===== src/rtl/refpb_responder_pkg.sv =====
`default_nettype none
// +----------------------------------------------------------------------+
// | refpb_responder_pkg                                                  |
// | Shared command encoding, bank address width and responder states.   |
// | Rev 1.0                                                              |
// +----------------------------------------------------------------------+
package refpb_responder_pkg;

   localparam int unsigned BK_ADDR_WIDTH = 4;

   typedef enum logic [3:0] {
      CMD_NOP1  = 4'h0,
      CMD_ACT   = 4'h1,
      CMD_RD    = 4'h2,
      CMD_WR    = 4'h3,
      CMD_PREPB = 4'h4,
      CMD_PREAB = 4'h5,
      CMD_REFPB = 4'h6,
      CMD_REFAB = 4'h7
   } cmd_t;

   typedef enum logic [2:0] {
      ST_IDLE     = 3'd0,
      ST_DRAIN    = 3'd1,
      ST_PRE      = 3'd2,
      ST_WAIT_RP  = 3'd3,
      ST_REF      = 3'd4,
      ST_WAIT_RFC = 3'd5
   } refpb_rsp_state_t;

endpackage : refpb_responder_pkg
`default_nettype wire


===== src/rtl/bk_pre_tracker.sv =====
`default_nettype none
// +----------------------------------------------------------------------+
// | bk_pre_tracker                                                       |
// | Open/closed tracker and tRP countdown for one bank, fed by the      |
// | arbiter command broadcast.                                           |
// | Rev 1.0                                                              |
// +----------------------------------------------------------------------+
module bk_pre_tracker
   import refpb_responder_pkg::*;
#(
   parameter int unsigned BK_ID = 0,
   parameter int unsigned TW    = 10
) (
   input  logic                     clk,
   input  logic                     rst,
   input  logic                     cmd_valid,
   input  cmd_t                     cmd,
   input  logic [BK_ADDR_WIDTH-1:0] cmd_bk,
   input  logic [TW-1:0]            t_rp,
   output logic                     open,
   output logic [TW-1:0]            pre_cnt,
   output logic                     act_hit
);

   localparam logic [BK_ADDR_WIDTH-1:0] c_bk  = BK_ADDR_WIDTH'(BK_ID);
   localparam logic [TW-1:0]            c_one = TW'(1);

   logic          w_bk_match;
   logic          w_pre_hit;
   logic [TW-1:0] w_t_rp_eff;
   logic          r_open;
   logic [TW-1:0] r_pre_cnt;

   assign w_bk_match = (cmd_bk == c_bk);
   assign act_hit    = cmd_valid && (cmd == CMD_ACT) && w_bk_match;
   assign w_pre_hit  = cmd_valid && (((cmd == CMD_PREPB) && w_bk_match) || (cmd == CMD_PREAB));
   assign w_t_rp_eff = (t_rp == '0) ? c_one : t_rp;

   always_ff @(posedge clk) begin
      if (rst) begin
         r_open    <= 1'b0;
         r_pre_cnt <= '0;
      end else begin
         if (act_hit) begin
            r_open <= 1'b1;
         end else if (w_pre_hit) begin
            r_open <= 1'b0;
         end
         // Any precharge of this bank restarts tRP, even one issued by someone else.
         if (w_pre_hit) begin
            r_pre_cnt <= w_t_rp_eff;
         end else if (r_pre_cnt != '0) begin
            r_pre_cnt <= r_pre_cnt - c_one;
         end
      end
   end

   assign open    = r_open;
   assign pre_cnt = r_pre_cnt;

endmodule : bk_pre_tracker
`default_nettype wire


===== src/rtl/refpb_responder.sv =====
`default_nettype none
// +----------------------------------------------------------------------+
// | refpb_responder                                                      |
// | Per-bank REFPB responder: hold, drain, precharge, refresh, tRFCpb.  |
// | Rev 1.0                                                              |
// +----------------------------------------------------------------------+
module refpb_responder
   import refpb_responder_pkg::*;
#(
   parameter int unsigned BK_ID = 0,
   parameter int unsigned TW    = 10
) (
   input  logic                     clk,
   input  logic                     rst,
   input  logic                     refpb_req,
   output logic                     refpb_ack,
   output logic                     bke_hold,
   input  logic                     bke_idle,
   input  logic [TW-1:0]            t_rp,
   input  logic [TW-1:0]            t_rfcpb,
   output logic                     rsp_pkt_req,
   output cmd_t                     rsp_cmd,
   input  logic                     bkarb_pkt_ack,
   input  logic                     bkarb_cmd_valid,
   input  cmd_t                     bkarb_cmd,
   input  logic [BK_ADDR_WIDTH-1:0] bkarb_cmd_bk,
   output logic                     busy
);

   localparam logic [TW-1:0] c_one = TW'(1);

   logic             w_open;
   logic [TW-1:0]    w_pre_cnt;
   logic             w_act_hit;
   logic [TW-1:0]    w_t_rfc_eff;

   refpb_rsp_state_t r_state;
   logic [TW-1:0]    r_rfc_cnt;
   logic             r_refpb_ack;
   logic             r_bke_hold;
   logic             r_rsp_pkt_req;
   cmd_t             r_rsp_cmd;
   logic             r_busy;

   bk_pre_tracker #(
      .BK_ID (BK_ID),
      .TW    (TW)
   ) u_tracker (
      .clk       (clk),
      .rst       (rst),
      .cmd_valid (bkarb_cmd_valid),
      .cmd       (bkarb_cmd),
      .cmd_bk    (bkarb_cmd_bk),
      .t_rp      (t_rp),
      .open      (w_open),
      .pre_cnt   (w_pre_cnt),
      .act_hit   (w_act_hit)
   );

   assign w_t_rfc_eff = (t_rfcpb == '0) ? c_one : t_rfcpb;

   // Outputs are set on the edge that enters a state, so a closed bank reaches REFPB in 3 cycles.
   always_ff @(posedge clk) begin
      if (rst) begin
         r_state       <= ST_IDLE;
         r_rfc_cnt     <= '0;
         r_refpb_ack   <= 1'b0;
         r_bke_hold    <= 1'b0;
         r_rsp_pkt_req <= 1'b0;
         r_rsp_cmd     <= CMD_NOP1;
         r_busy        <= 1'b0;
      end else begin
         r_refpb_ack <= 1'b0;
         case (r_state)
            ST_IDLE: begin
               if (refpb_req) begin
                  r_state    <= ST_DRAIN;
                  r_bke_hold <= 1'b1;
                  r_busy     <= 1'b1;
               end
            end
            ST_DRAIN: begin
               if (!refpb_req) begin
                  r_state       <= ST_IDLE;
                  r_bke_hold    <= 1'b0;
                  r_busy        <= 1'b0;
                  r_rsp_pkt_req <= 1'b0;
                  r_rsp_cmd     <= CMD_NOP1;
               end else if (bke_idle) begin
                  if (w_open) begin
                     r_state       <= ST_PRE;
                     r_rsp_pkt_req <= 1'b1;
                     r_rsp_cmd     <= CMD_PREPB;
                  end else begin
                     r_state <= ST_WAIT_RP;
                  end
               end
            end
            ST_PRE: begin
               // An ack wins over a simultaneous request drop.
               if (bkarb_pkt_ack) begin
                  r_state       <= ST_WAIT_RP;
                  r_rsp_pkt_req <= 1'b0;
                  r_rsp_cmd     <= CMD_NOP1;
               end else if (!refpb_req) begin
                  r_state       <= ST_IDLE;
                  r_bke_hold    <= 1'b0;
                  r_busy        <= 1'b0;
                  r_rsp_pkt_req <= 1'b0;
                  r_rsp_cmd     <= CMD_NOP1;
               end
            end
            ST_WAIT_RP: begin
               if (!refpb_req) begin
                  r_state       <= ST_IDLE;
                  r_bke_hold    <= 1'b0;
                  r_busy        <= 1'b0;
                  r_rsp_pkt_req <= 1'b0;
                  r_rsp_cmd     <= CMD_NOP1;
               end else if (w_act_hit) begin
                  r_state       <= ST_PRE;
                  r_rsp_pkt_req <= 1'b1;
                  r_rsp_cmd     <= CMD_PREPB;
               end else if ((w_pre_cnt == '0) && !w_open) begin
                  r_state       <= ST_REF;
                  r_rsp_pkt_req <= 1'b1;
                  r_rsp_cmd     <= CMD_REFPB;
               end
            end
            ST_REF: begin
               if (bkarb_pkt_ack) begin
                  r_state       <= ST_WAIT_RFC;
                  r_refpb_ack   <= 1'b1;
                  r_rfc_cnt     <= w_t_rfc_eff;
                  r_rsp_pkt_req <= 1'b0;
                  r_rsp_cmd     <= CMD_NOP1;
               end else if (!refpb_req) begin
                  r_state       <= ST_IDLE;
                  r_bke_hold    <= 1'b0;
                  r_busy        <= 1'b0;
                  r_rsp_pkt_req <= 1'b0;
                  r_rsp_cmd     <= CMD_NOP1;
               end
            end
            ST_WAIT_RFC: begin
               if (r_rfc_cnt != '0) begin
                  r_rfc_cnt <= r_rfc_cnt - c_one;
               end
               if (r_rfc_cnt <= c_one) begin
                  r_state    <= ST_IDLE;
                  r_bke_hold <= 1'b0;
                  r_busy     <= 1'b0;
               end
            end
            default: begin
               r_state       <= ST_IDLE;
               r_bke_hold    <= 1'b0;
               r_busy        <= 1'b0;
               r_rsp_pkt_req <= 1'b0;
               r_rsp_cmd     <= CMD_NOP1;
            end
         endcase
      end
   end

   assign refpb_ack   = r_refpb_ack;
   assign bke_hold    = r_bke_hold;
   assign rsp_pkt_req = r_rsp_pkt_req;
   assign rsp_cmd     = r_rsp_cmd;
   assign busy        = r_busy;

endmodule : refpb_responder
`default_nettype wire


===== config.mk =====
export PLATFORM = sky130hd
export DESIGN_NAME = refpb_responder
export DESIGN_NICKNAME = d
export VERILOG_FILES = /design/src/rtl/refpb_responder_pkg.sv /design/src/rtl/bk_pre_tracker.sv /design/src/rtl/refpb_responder.sv
export SDC_FILE = /design/constraint.sdc
export NUM_CORES = 1
export LEC_CHECK = 0
export CAP_MARGIN = 20
export CORE_MARGIN = 8
export CORE_UTILIZATION = 51
export DETAILED_ROUTE_END_ITERATION = 7
export GPL_TIMING_DRIVEN = 0
export PLACE_DENSITY = 0.81
export RECOVER_POWER = 100
export SETUP_SLACK_MARGIN = 0.4
export SYNTH_ARGS = -nofsm -noshare
export SYNTH_HDL_FRONTEND = slang
export SYNTH_SLANG_ARGS = --single-unit

===== constraint.sdc =====
create_clock -name clk -period 2.6 [get_ports clk]
set_clock_uncertainty 0.2 [all_clocks]
set_input_delay 0.52 -clock clk [delete_from_list [all_inputs] [get_ports clk]]
set_output_delay 0.52 -clock clk [all_outputs]
set_load 0.05 [all_outputs]

==> impl_metrics.tcl <==
set metrics [dict create \
    finalInstanceArea_um2 2790 \
    finalSetupViolCount 0 \
    antenna_left 0 \
    vias_per_cell 6.42 \
    multi_input_area_um2 1440 \
    maxCapViolations 0 \
    synth_cells 257 \
    finalCriticalPeriod_ns 2.32 \
    diodes 0 \
    fp.coreArea_um2 3940 \
    irDropWorstVdd_v 0.000523 \
    area.sequential_um2 603 \
    grtUsageTotal_pct 19.8 \
    synth.top_cell.area_share_pct 29.3 \
    fin_ws_ns 0.277 \
    die_y_um 79.4 \
    hold_buffers 0 \
    num_vias 2345 \
    dieWidth_um 79.4 \
    path_clk_slew_ns 0.07 \
    clock-root-buffer "clkbuf_8" \
    sw_frac_of_total_pct 36.6 \
    crit_type "register to register" \
    p_int_w 0.00128 \
    synth-simple-area-share_pct 28.1 \
    tightest_slew_ns 0.940 \
    antenna_found_initial 0 \
    firstDrtPassIters 7 \
    required_ns 2.60 \
    startpoint "u_tracker.pre_cnt[0]" \
    ys_types 62 \
    dieArea_um2 6300 \
    clock_path_buffers 2 \
    arrival_ns 2.33 \
    first_iter_violations 355 \
    critPathLaunchType "register" \
    synthAdderAreaFrac_pct 3.05 \
    wirelength_um 6450 \
    seq_power_share_pct 32.0 \
    status "finished, final reports clean" \
    clock_power_share_pct 24.1 \
    muxShareOfSynthArea_pct 0.977 \
    grt_max_degree 12 \
    synth_top_area_cell "dfxtp_1" \
    maxSlewHeadroom_pct 36.8 \
    power_frac_comb_pct 43.8 \
    gr-total-overflow 0 \
    finalCritPeriodShare_pct 89.3 \
    ioPinCount 42 \
    numPortBuffers 37 \
    syn-cell-area_um2 2050 \
    htreeDepth 2 \
    setup.worst_path.end_class "register" \
    area_delta_synth_final_pct 36.4 \
    start_util_pct 52.0 \
    min_from "busy" \
    path_max_fanout 4 \
    grt_pass1_wl_um 10300 \
    hp-class "register to register" \
    synth-compound-area-share_pct 31.3 \
    placedCellCount 345 \
    synthXorXnorAreaFrac_pct 0.855 \
    synth_area_leaders "dfxtp_1, a21oi_1, nor2_1" \
    p_per_area_nw_per_um2 722 \
    drc_errors 0 \
    maxClockFrequency_mhz 431 \
    syn_area_per_cell_um2 7.97 \
    yosysWarnings 0 \
    grt_pass1_vias 2239 \
    cts_buffers 5 \
    drive_gt1_share_pct 17.8 \
    rr_startpoint "u_tracker.pre_cnt[0]" \
    switchingPower_w 0.000738 \
    slew_viol_final 0 \
    clkLatencyLatePin_ns 0.29 \
    gp_congestion 0.882 \
    dp_hpwl_um 4420 \
    dp_slack_ns -0.161 \
    whs_ns 0.276 \
    yosysSeqAreaShare_pct 29.3 \
    fin_cells 365 \
    synth_ff_type "dfxtp_1" \
    rows 23 \
    rsz0062_at_grt "yes" \
    leakage_nw 1.04 \
    hold_viol 0 \
    synthArstFlopShare_pct 0 \
    n_fill_cell 318 \
    synth_seq_cells 30 \
    cts_tree "built" \
    synth_top_family_by_area "compound AO/OA/AOI/OAI gates" \
    nets 353 \
    synth_edf_count 0 \
    cts_sinks 30 \
    routedWlPerCell_um 17.7 \
    placed_area_um2 2490 \
    p_total_w 0.00202 \
]
[layer usage]
metal	vias to the layer above	track usage (%)	part of all wire [%]
li1	1098	-	-
met1	1105	24.1	41
met2	125	32.7	48
met3	17	4.73	8.3
met4	0	7.59	2.2
met5	-	0	0
[synth_stat cells (2+ instances only)]
master and count:
dfxtp_1 30, nor2_1 22, a21oi_1 18, nand2_1 17, inv_1 11, a211oi_1 10
clkbuf_1 10, o21ai_0 10, nor3_1 9, nor4_1 8, nor3b_1 6, o211ai_1 6
ha_1 5, o31ai_1 5, a221oi_1 4, and3_1 4, buf_4 4, nand2b_1 4
nand3b_1 4, nor2b_1 4, o32ai_1 4, o211a_1 3, o311a_1 3, or3_1 3
or4_1 3, a21bo_2 2, a311oi_1 2, a32o_1 2, a41oi_1 2, and2_1 2
and3b_1 2, buf_2 2, mux2i_1 2, nor4b_1 2, o2111ai_1 2, o21bai_1 2
or2_2 2, or4_4 2
[metrics by stage]
step	setup TNS (ns)	utilization [%]
after floorplan	0	-
after global placement	-1.05	63.1
after detailed placement	-1.31	63.1
after CTS	0	69.2
after global routing	0	70.9
final	0	70.9
[critical path: stages (launching register included)]
cell      delay (ns)
dfxtp_2         0.34
inv_2           0.07
ha_4            0.13
or4b_4          0.48
or4_1           0.52
a2111o_1        0.41
o21ai_0         0.09
[cell families (layout without fill, tap and decap cells)]
logic type | count (synthesis) | after routing
simple gates | 101 | 101
compound gates | 87 | 87
flops | 30 | 30
buf+inv | 29 | 86
fa+ha+maj | 5 | 5
xor+xnor | 2 | 2
mux | 2 | 2
other cells | 1 | 2
[cell usage in the layout, fill, tap and decap left out, drive strengths merged, types with 5 or more instances in the layout]
cell / count
nor3b: 6
ha: 5
a21oi: 18
dfxtp: 30
or4: 5
nor4: 8
buf: 19
nor3: 9
o21ai: 10
a211oi: 10
inv: 11
o211ai: 6
clkbuf: 19
clkdlybuf4s50: 30
nor2: 22
nand2: 17
o31ai: 5
[area by class of cell]
cell class | instances | area share (%)
multi-input cells | 199 | 51.5
flip-flops and latches | 30 | 21.6
repair buffers | 49 | 15.7
plain buffers | 18 | 3.45
clock buffers | 5 | 2.46
well taps | 50 | 2.24
clock inverters | 3 | 1.61
inverters | 11 | 1.48
[sequential cells by signal, indices dropped and copies added (netlist names)]
| name | count |
|---|---|
| rsp_pkt_req | 1 |
| busy | 1 |
| refpb_ack | 1 |
| rsp_cmd | 2 |
| u_tracker.pre_cnt | 10 |
| r_rfc_cnt | 10 |
| r_state | 3 |
| u_tracker.open | 1 |
| bke_hold | 1 |
[what timing repair did]
action / CTS / global route
setup buffers: 7 / 5
gates cloned: 0 / 0
endpoints found under the hold margin: 0 / 0
gates resized for setup: 20 / 20
setup endpoints to repair: 21 / 29
pin swaps: 4 / 7
[power by group through the flow]
stage	clock network, W	logic (W)	registers, W
after detailed placement	0	0.000737	0.000641
after CTS	0.000486	0.000860	0.000635
after global routing	0.000512	0.000958	0.000659
final	0.000487	0.000884	0.000646
after floorplan	0	0.000549	0.000637
after global placement	0	0.000722	0.000636
[worst paths after layout]
| kind | to | slack (ns) | cells past startpoint |
|---|---|---|---|
| max | rsp_pkt_req | 0.28 | 6 |
| min reg2reg | busy | 0.28 | 2 |
| min | busy | 0.28 | 2 |
| max reg2reg | rsp_pkt_req | 0.28 | 6 |
No activity file was read; power rests on OpenSTA's default activity.
